<file path="src/rtl/square_map_writer.sv">
// rtl/square_map_writer.sv - draws tetromino cells or clears the square map, one registered write per cycle
// GHOST command support is compiled in only when SQUARE_MAP_GHOST_EN is defined.
module square_map_writer #(
   parameter int MAP_WIDTH = 14,
   parameter int MAP_ROWS  = 24
) (
   input  logic       clk_in,
   input  logic       rst_in,
   input  logic       start,
   input  logic [1:0] cmd,
   input  logic [2:0] piece,
   input  logic [1:0] rot,
   input  logic [3:0] col,
   input  logic [4:0] row,
   output logic       write_enable,
   output logic [8:0] square_write_addr,
   output logic [3:0] write_color,
   output logic       busy,
   output logic       done,
   output logic       clipped
);

   localparam int         MAP_CELLS = MAP_WIDTH * MAP_ROWS;
   localparam logic [8:0] LAST_ADDR = 9'(MAP_CELLS - 1);
   localparam logic [1:0] CMD_DRAW  = 2'd1;
   localparam logic [1:0] CMD_GHOST = 2'd2;
   localparam logic [1:0] CMD_CLEAR = 2'd3;

`ifdef SQUARE_MAP_GHOST_EN
   localparam bit GHOST_EN = 1'b1;
`else
   localparam bit GHOST_EN = 1'b0;
`endif

   typedef enum logic [1:0] {IDLE, CELLS, CLEAR, DONE} state_t;

   state_t     state, state_next;
   logic [1:0] cell_idx, idx_next;
   logic [8:0] clear_addr, clear_next;
   logic       load;
   logic [1:0] l_cmd, l_rot;
   logic [2:0] l_piece;
   logic [3:0] l_col;
   logic [4:0] l_row;

   logic       we_next, busy_next, done_next, clipped_next;
   logic [8:0] addr_next;
   logic [3:0] color_next;

   logic       accepting;
   logic [1:0] src_cmd, src_rot, src_k;
   logic [2:0] src_piece;
   logic [3:0] src_col;
   logic [4:0] src_row;
   logic [3:0] offset;
   int         cell_x, cell_y, cell_lin;
   logic       cell_clip;
   logic [8:0] cell_addr;
   logic [3:0] cell_color;

   // Rotation-0 offsets packed {dx,dy} per cell, cell 0 in the top nibble.
   function automatic logic [3:0] base_offset(input logic [2:0] p, input logic [1:0] k);
      logic [15:0] tbl;
      case (p)
         3'd1:    tbl = {2'd0, 2'd0, 2'd1, 2'd0, 2'd1, 2'd1, 2'd2, 2'd1};
         3'd2:    tbl = {2'd2, 2'd0, 2'd0, 2'd1, 2'd1, 2'd1, 2'd2, 2'd1};
         3'd4:    tbl = {2'd1, 2'd0, 2'd2, 2'd0, 2'd0, 2'd1, 2'd1, 2'd1};
         3'd5:    tbl = {2'd0, 2'd0, 2'd0, 2'd1, 2'd1, 2'd1, 2'd2, 2'd1};
         3'd6:    tbl = {2'd1, 2'd0, 2'd0, 2'd1, 2'd1, 2'd1, 2'd2, 2'd1};
         3'd7:    tbl = {2'd0, 2'd1, 2'd1, 2'd1, 2'd2, 2'd1, 2'd3, 2'd1};
         default: tbl = {2'd0, 2'd0, 2'd1, 2'd0, 2'd0, 2'd1, 2'd1, 2'd1};
      endcase
      return tbl[(3 - int'(k)) * 4 +: 4];
   endfunction

   function automatic logic [2:0] shape_size(input logic [2:0] p);
      case (p)
         3'd7:       return 3'd4;
         3'd0, 3'd3: return 3'd2;
         default:    return 3'd3;
      endcase
   endfunction

   // Each quarter-turn maps (dx,dy) to (n-1-dy, dx) inside the n x n bounding box.
   function automatic logic [3:0] rotate(input logic [3:0] dxy, input logic [1:0] r,
                                         input logic [2:0] n);
      logic [1:0] dx, dy, t;
      dx = dxy[3:2];
      dy = dxy[1:0];
      for (int i = 0; i < 3; i++) begin
         if (i < int'(r)) begin
            t  = dx;
            dx = 2'(n - 3'd1 - {1'b0, dy});
            dy = t;
         end
      end
      return {dx, dy};
   endfunction

   assign accepting = (state == IDLE) || (state == DONE);

   // Cell 0 comes straight from the ports on the accepting edge; later cells from the latched command.
   always_comb begin
      if (accepting) begin
         src_cmd   = cmd;
         src_piece = piece;
         src_rot   = rot;
         src_col   = col;
         src_row   = row;
         src_k     = 2'd0;
      end else begin
         src_cmd   = l_cmd;
         src_piece = l_piece;
         src_rot   = l_rot;
         src_col   = l_col;
         src_row   = l_row;
         src_k     = cell_idx + 2'd1;
      end
      offset    = rotate(base_offset(src_piece, src_k), src_rot, shape_size(src_piece));
      cell_x    = int'(src_col) + int'(offset[3:2]);
      cell_y    = int'(src_row) + int'(offset[1:0]);
      cell_lin  = cell_y * MAP_WIDTH + cell_x;
      cell_clip = (cell_x >= MAP_WIDTH) || (cell_y >= MAP_ROWS);
      cell_addr = cell_clip ? 9'd0 : 9'(cell_lin);
      cell_color = 4'd0;
      if (!cell_clip && src_piece != 3'd0) begin
         if (src_cmd == CMD_DRAW)
            cell_color = {1'b0, src_piece};
         else if (src_cmd == CMD_GHOST)
            cell_color = {1'b1, src_piece};
      end
   end

   always_comb begin
      state_next   = state;
      idx_next     = cell_idx;
      clear_next   = clear_addr;
      load         = 1'b0;
      we_next      = 1'b0;
      addr_next    = 9'd0;
      color_next   = 4'd0;
      busy_next    = 1'b0;
      done_next    = 1'b0;
      clipped_next = clipped;
      case (state)
         IDLE, DONE: begin
            state_next = IDLE;
            if (start) begin
               load         = 1'b1;
               clipped_next = 1'b0;
               if (cmd == CMD_CLEAR) begin
                  state_next = CLEAR;
                  clear_next = 9'd0;
                  we_next    = 1'b1;
                  busy_next  = 1'b1;
               end else if (cmd == CMD_GHOST && !GHOST_EN) begin
                  state_next = DONE;
                  done_next  = 1'b1;
               end else begin
                  state_next   = CELLS;
                  idx_next     = 2'd0;
                  busy_next    = 1'b1;
                  we_next      = !cell_clip;
                  addr_next    = cell_addr;
                  color_next   = cell_color;
                  clipped_next = cell_clip;
               end
            end
         end
         CELLS: begin
            if (cell_idx == 2'd3) begin
               state_next = DONE;
               done_next  = 1'b1;
            end else begin
               idx_next     = cell_idx + 2'd1;
               busy_next    = 1'b1;
               we_next      = !cell_clip;
               addr_next    = cell_addr;
               color_next   = cell_color;
               clipped_next = clipped | cell_clip;
            end
         end
         CLEAR: begin
            if (clear_addr == LAST_ADDR) begin
               state_next = DONE;
               done_next  = 1'b1;
            end else begin
               clear_next = clear_addr + 9'd1;
               we_next    = 1'b1;
               addr_next  = clear_addr + 9'd1;
               busy_next  = 1'b1;
            end
         end
         default: state_next = IDLE;
      endcase
   end

   always_ff @(posedge clk_in or posedge rst_in) begin
      if (rst_in)
         state <= IDLE;
      else
         state <= state_next;
   end

   always_ff @(posedge clk_in or posedge rst_in) begin
      if (rst_in) begin
         cell_idx          <= 2'd0;
         clear_addr        <= 9'd0;
         l_cmd             <= 2'd0;
         l_piece           <= 3'd0;
         l_rot             <= 2'd0;
         l_col             <= 4'd0;
         l_row             <= 5'd0;
         write_enable      <= 1'b0;
         square_write_addr <= 9'd0;
         write_color       <= 4'd0;
         busy              <= 1'b0;
         done              <= 1'b0;
         clipped           <= 1'b0;
      end else begin
         cell_idx          <= idx_next;
         clear_addr        <= clear_next;
         if (load) begin
            l_cmd   <= cmd;
            l_piece <= piece;
            l_rot   <= rot;
            l_col   <= col;
            l_row   <= row;
         end
         write_enable      <= we_next;
         square_write_addr <= addr_next;
         write_color       <= color_next;
         busy              <= busy_next;
         done              <= done_next;
         clipped           <= clipped_next;
      end
   end

endmodule

</file>
<file path="config.mk">
export PLATFORM = sky130hd
export DESIGN_NAME = square_map_writer
export DESIGN_NICKNAME = d
export VERILOG_FILES = /design/src/rtl/square_map_writer.sv
export SDC_FILE = /design/constraint.sdc
export NUM_CORES = 1
export LEC_CHECK = 0
export CORE_ASPECT_RATIO = 1.5
export CORE_UTILIZATION = 50
export DETAILED_ROUTE_END_ITERATION = 10
export HOLD_SLACK_MARGIN = 0.1
export PLACE_DENSITY = 0.71
export SLEW_MARGIN = 5
export SYNTH_ARGS = -nofsm -noshare
export SYNTH_HDL_FRONTEND = slang
export SYNTH_SLANG_ARGS = --single-unit
</file>
<file path="constraint.sdc">
create_clock -name clk_in -period 8.6 [get_ports clk_in]
set_input_delay 1.72 -clock clk_in [delete_from_list [all_inputs] [get_ports clk_in]]
set_output_delay 1.72 -clock clk_in [all_outputs]
set_load 0.01 [all_outputs]
</file>
==> impl_metrics.ini <==
[global_route]
grt_max_degree = 47
gr-total-overflow = 0
antenna_found_initial = 0
grt.total_usage = 0.2182
grt_pass1_vias = 2749
grt_pass1_wl_mm = 12.88

[die]
die_area_um2 = 7476
pin_count = 36
die_height_um = 105.4
core_area_um2 = 6898
start_util = 0.5166
die_w_um = 70.93
num_rows = 37

[timing]
setup_viol = 0
finalMaxSlewViolations = 0
worst_pin_slew_ps = 954.7
layout_min_cycle_time_ps = 7865
rsz0062_at_grt = false
tns_ps = 0
hold_viol = 0
finClkSkew_ps = 10.19
slew_headroom = 0.3626
fmax_mhz = 127.2
min_period_over_period = 0.9145

[worst_setup_path]
path_class = in2reg
reg2regPathDepth = 26
r2r_end = square_write_addr[8]
setup.worst_path.end_class = register
critical-path-max-stage-delay_ps = 530
rrSetupSlack_ps = 1490
critical_path.most_common_cell = ha_1
reg2reg_from = state[0]
critPathLaunchType = primary input
cp_max_fo = 5
cp.arrival_ps = 8110
cpMaxStageDelayCell = fa_1
required_ps = 8840

[place]
dp_hpwl_mm = 5.670
io_buffers = 35
gp_congestion = 0.8617
dp_cells = 471

[layout]
regArea_um2 = 1151
multi_input_area_um2 = 2235
layout-drive-gt1-share = 0.1147
n_fill_cell = 616
diodes = 0
syn_to_final_growth_pct = 13.06
stdcell_count = 479
fin_nets = 454
post-route-util = 0.5841

[routing]
first_pass_iters = 6
wl_per_cell_um = 15.75
via_per_inst = 5.806
first_iter_violations = 99
wl_mm = 7.545
vias = 2781
ant_nets = 0
drc = 0

[synthesis]
synthTopCellsByArea = dfrtp_1 32%, ha_1 11%, mux2_2 7.6%
synth_cells = 368
ys_seq_elements = 46
syn_area_um2 = 3563
synthArstFlopShare = 1.000
synth_fp_nets = 422
yosys.area.top_type = dfrtp_1
yosys.cell_count.top_type = dfrtp_1
synth_edf_count = 0
synth_common_cells = 46 x dfrtp_1, 30 x ha_1, 29 x o21ai_0
synth_top_cell_area_share = 0.3230
ys_seq_area_frac = 0.3230
netlist-cell-type-count = 61
yosys_warnings = 0
synth_ff_type = dfrtp_1
syn_avg_cell_area_um2 = 9.683

[min_path]
min_to = l_rot[1]
worstHoldPathType = reg2reg
hold_depth = 1
hold_start = l_rot[1]

[clock_tree]
cts-root-buf = clkbuf_8
cts_setup_buffers = 0
clkLatencyLatePin_ps = 320
cts_tree = done
numCtsBuffers = 5
ctsHoldBuffers = 0
h-tree-depth = 2
post_cts_resize_count = 0
cts_max_path_buffers = 2
clock-sinks = 46
path_clk_slew_ps = 100

[job]
cap_violations = 0

[run_status]
outcome = completed
## critical path: cells and delay by family
family / cells / cell delay [ps]
AO/OA/AOI/OAI: 6 / 870
buffers and inverters: 4 / 680
multiplexers: 2 / 480
adder cells (fa/ha/maj): 7 / 2290
AND/OR/NAND/NOR: 6 / 1050
XOR/XNOR: 3 / 1030
## state kept, by name, indices dropped and copies added, names as in the netlist
| name | flops |
|---|---|
| done | 1 |
| write_color | 4 |
| l_row | 5 |
| square_write_addr | 9 |
| clear_addr | 9 |
| state | 2 |
| clipped | 1 |
| l_piece | 3 |
| busy | 1 |
| l_rot | 2 |
| write_enable | 1 |
| l_col | 4 |
| cell_idx | 2 |
| l_cmd | 2 |
## layout make-up
type | count | share of cell area
repair buffers | 36 | 0.08882
inverters | 25 | 0.02329
well taps | 78 | 0.02422
flip-flops and latches | 46 | 0.2857
clock inverters | 3 | 0.006211
multi-input cells | 286 | 0.5547
clock buffers | 5 | 0.01708
## per-stage QoR
step / worst slack (ps) / area [um^2] / hold WS (ps)
2_1_floorplan: 1565 / 3563 / 475.4
3_3_place_gp: 837.9 / 3935 / 485.8
3_5_place_dp: 450.3 / 3935 / 494.8
4_1_cts: 779.5 / 4029 / 516.4
5_1_grt: 239.8 / 4029 / 523.0
6_report: 735.5 / 4029 / 514.2
## cell usage in the layout, fill, tap and decap left out, types with 2 or more instances in the layout
cell,Yosys,routed
inv_1,25,24
o31ai_1,5,5
a21boi_0,2,2
and3_1,6,6
nor3_1,2,2
o21ai_0,29,29
nor3b_1,3,3
o211ai_1,2,2
clkdlybuf4s50_1,0,35
nand2b_1,3,3
and2_1,3,3
a21oi_1,15,15
clkbuf_8,3,5
nand3_1,10,10
mux2_2,24,24
a31oi_1,4,4
xor2_1,9,9
o32ai_1,2,2
o22ai_1,8,8
dfrtp_1,46,46
o21a_1,2,2
mux2i_1,9,9
xnor2_1,18,18
a211oi_1,4,4
a21o_1,5,5
nor2_1,19,19
nand2_1,28,28
ha_1,30,30
fa_1,5,5
nor2b_1,6,6
nand3b_1,6,6
## cell families after synthesis
logic type	after synthesis	share of synthesized area
muxes	34	0.1074
AOI/OAI and AO/OA	93	0.1717
and+or+nand+nor	95	0.1373
buffers and inverters	36	0.04986
adders and majority gates	35	0.1334
xor gates and xnor gates	29	0.07725
DFF	46	0.3230
## per-layer routing
layer  vias to the layer above  track usage  wire (um)
li1                       1381            -          -
met1                      1327       0.2614       3150
met2                        50       0.3819       3962
met3                        23      0.03059        196
met4                         0       0.1000        235
met5                         -            0          0
## how the worst max path moves through the flow
| stage | slack, ps | endpoint | cells after the start | start |
|---|---|---|---|---|
| final | 740 | square_write_addr[8] | 28 | piece[1] |
| after global routing | 240 | square_write_addr[8] | 28 | piece[0] |
| after CTS | 780 | square_write_addr[8] | 28 | piece[1] |
| after detailed placement | 450 | square_write_addr[8] | 28 | piece[1] |
| after global placement | 840 | square_write_addr[8] | 28 | piece[0] |
| after floorplan | 1560 | square_write_addr[8] | 27 | piece[0] |
Power is left out: the tool's default activity adds up to more than one toggle a clock period on the data nets, which glitch-free logic cannot reach.
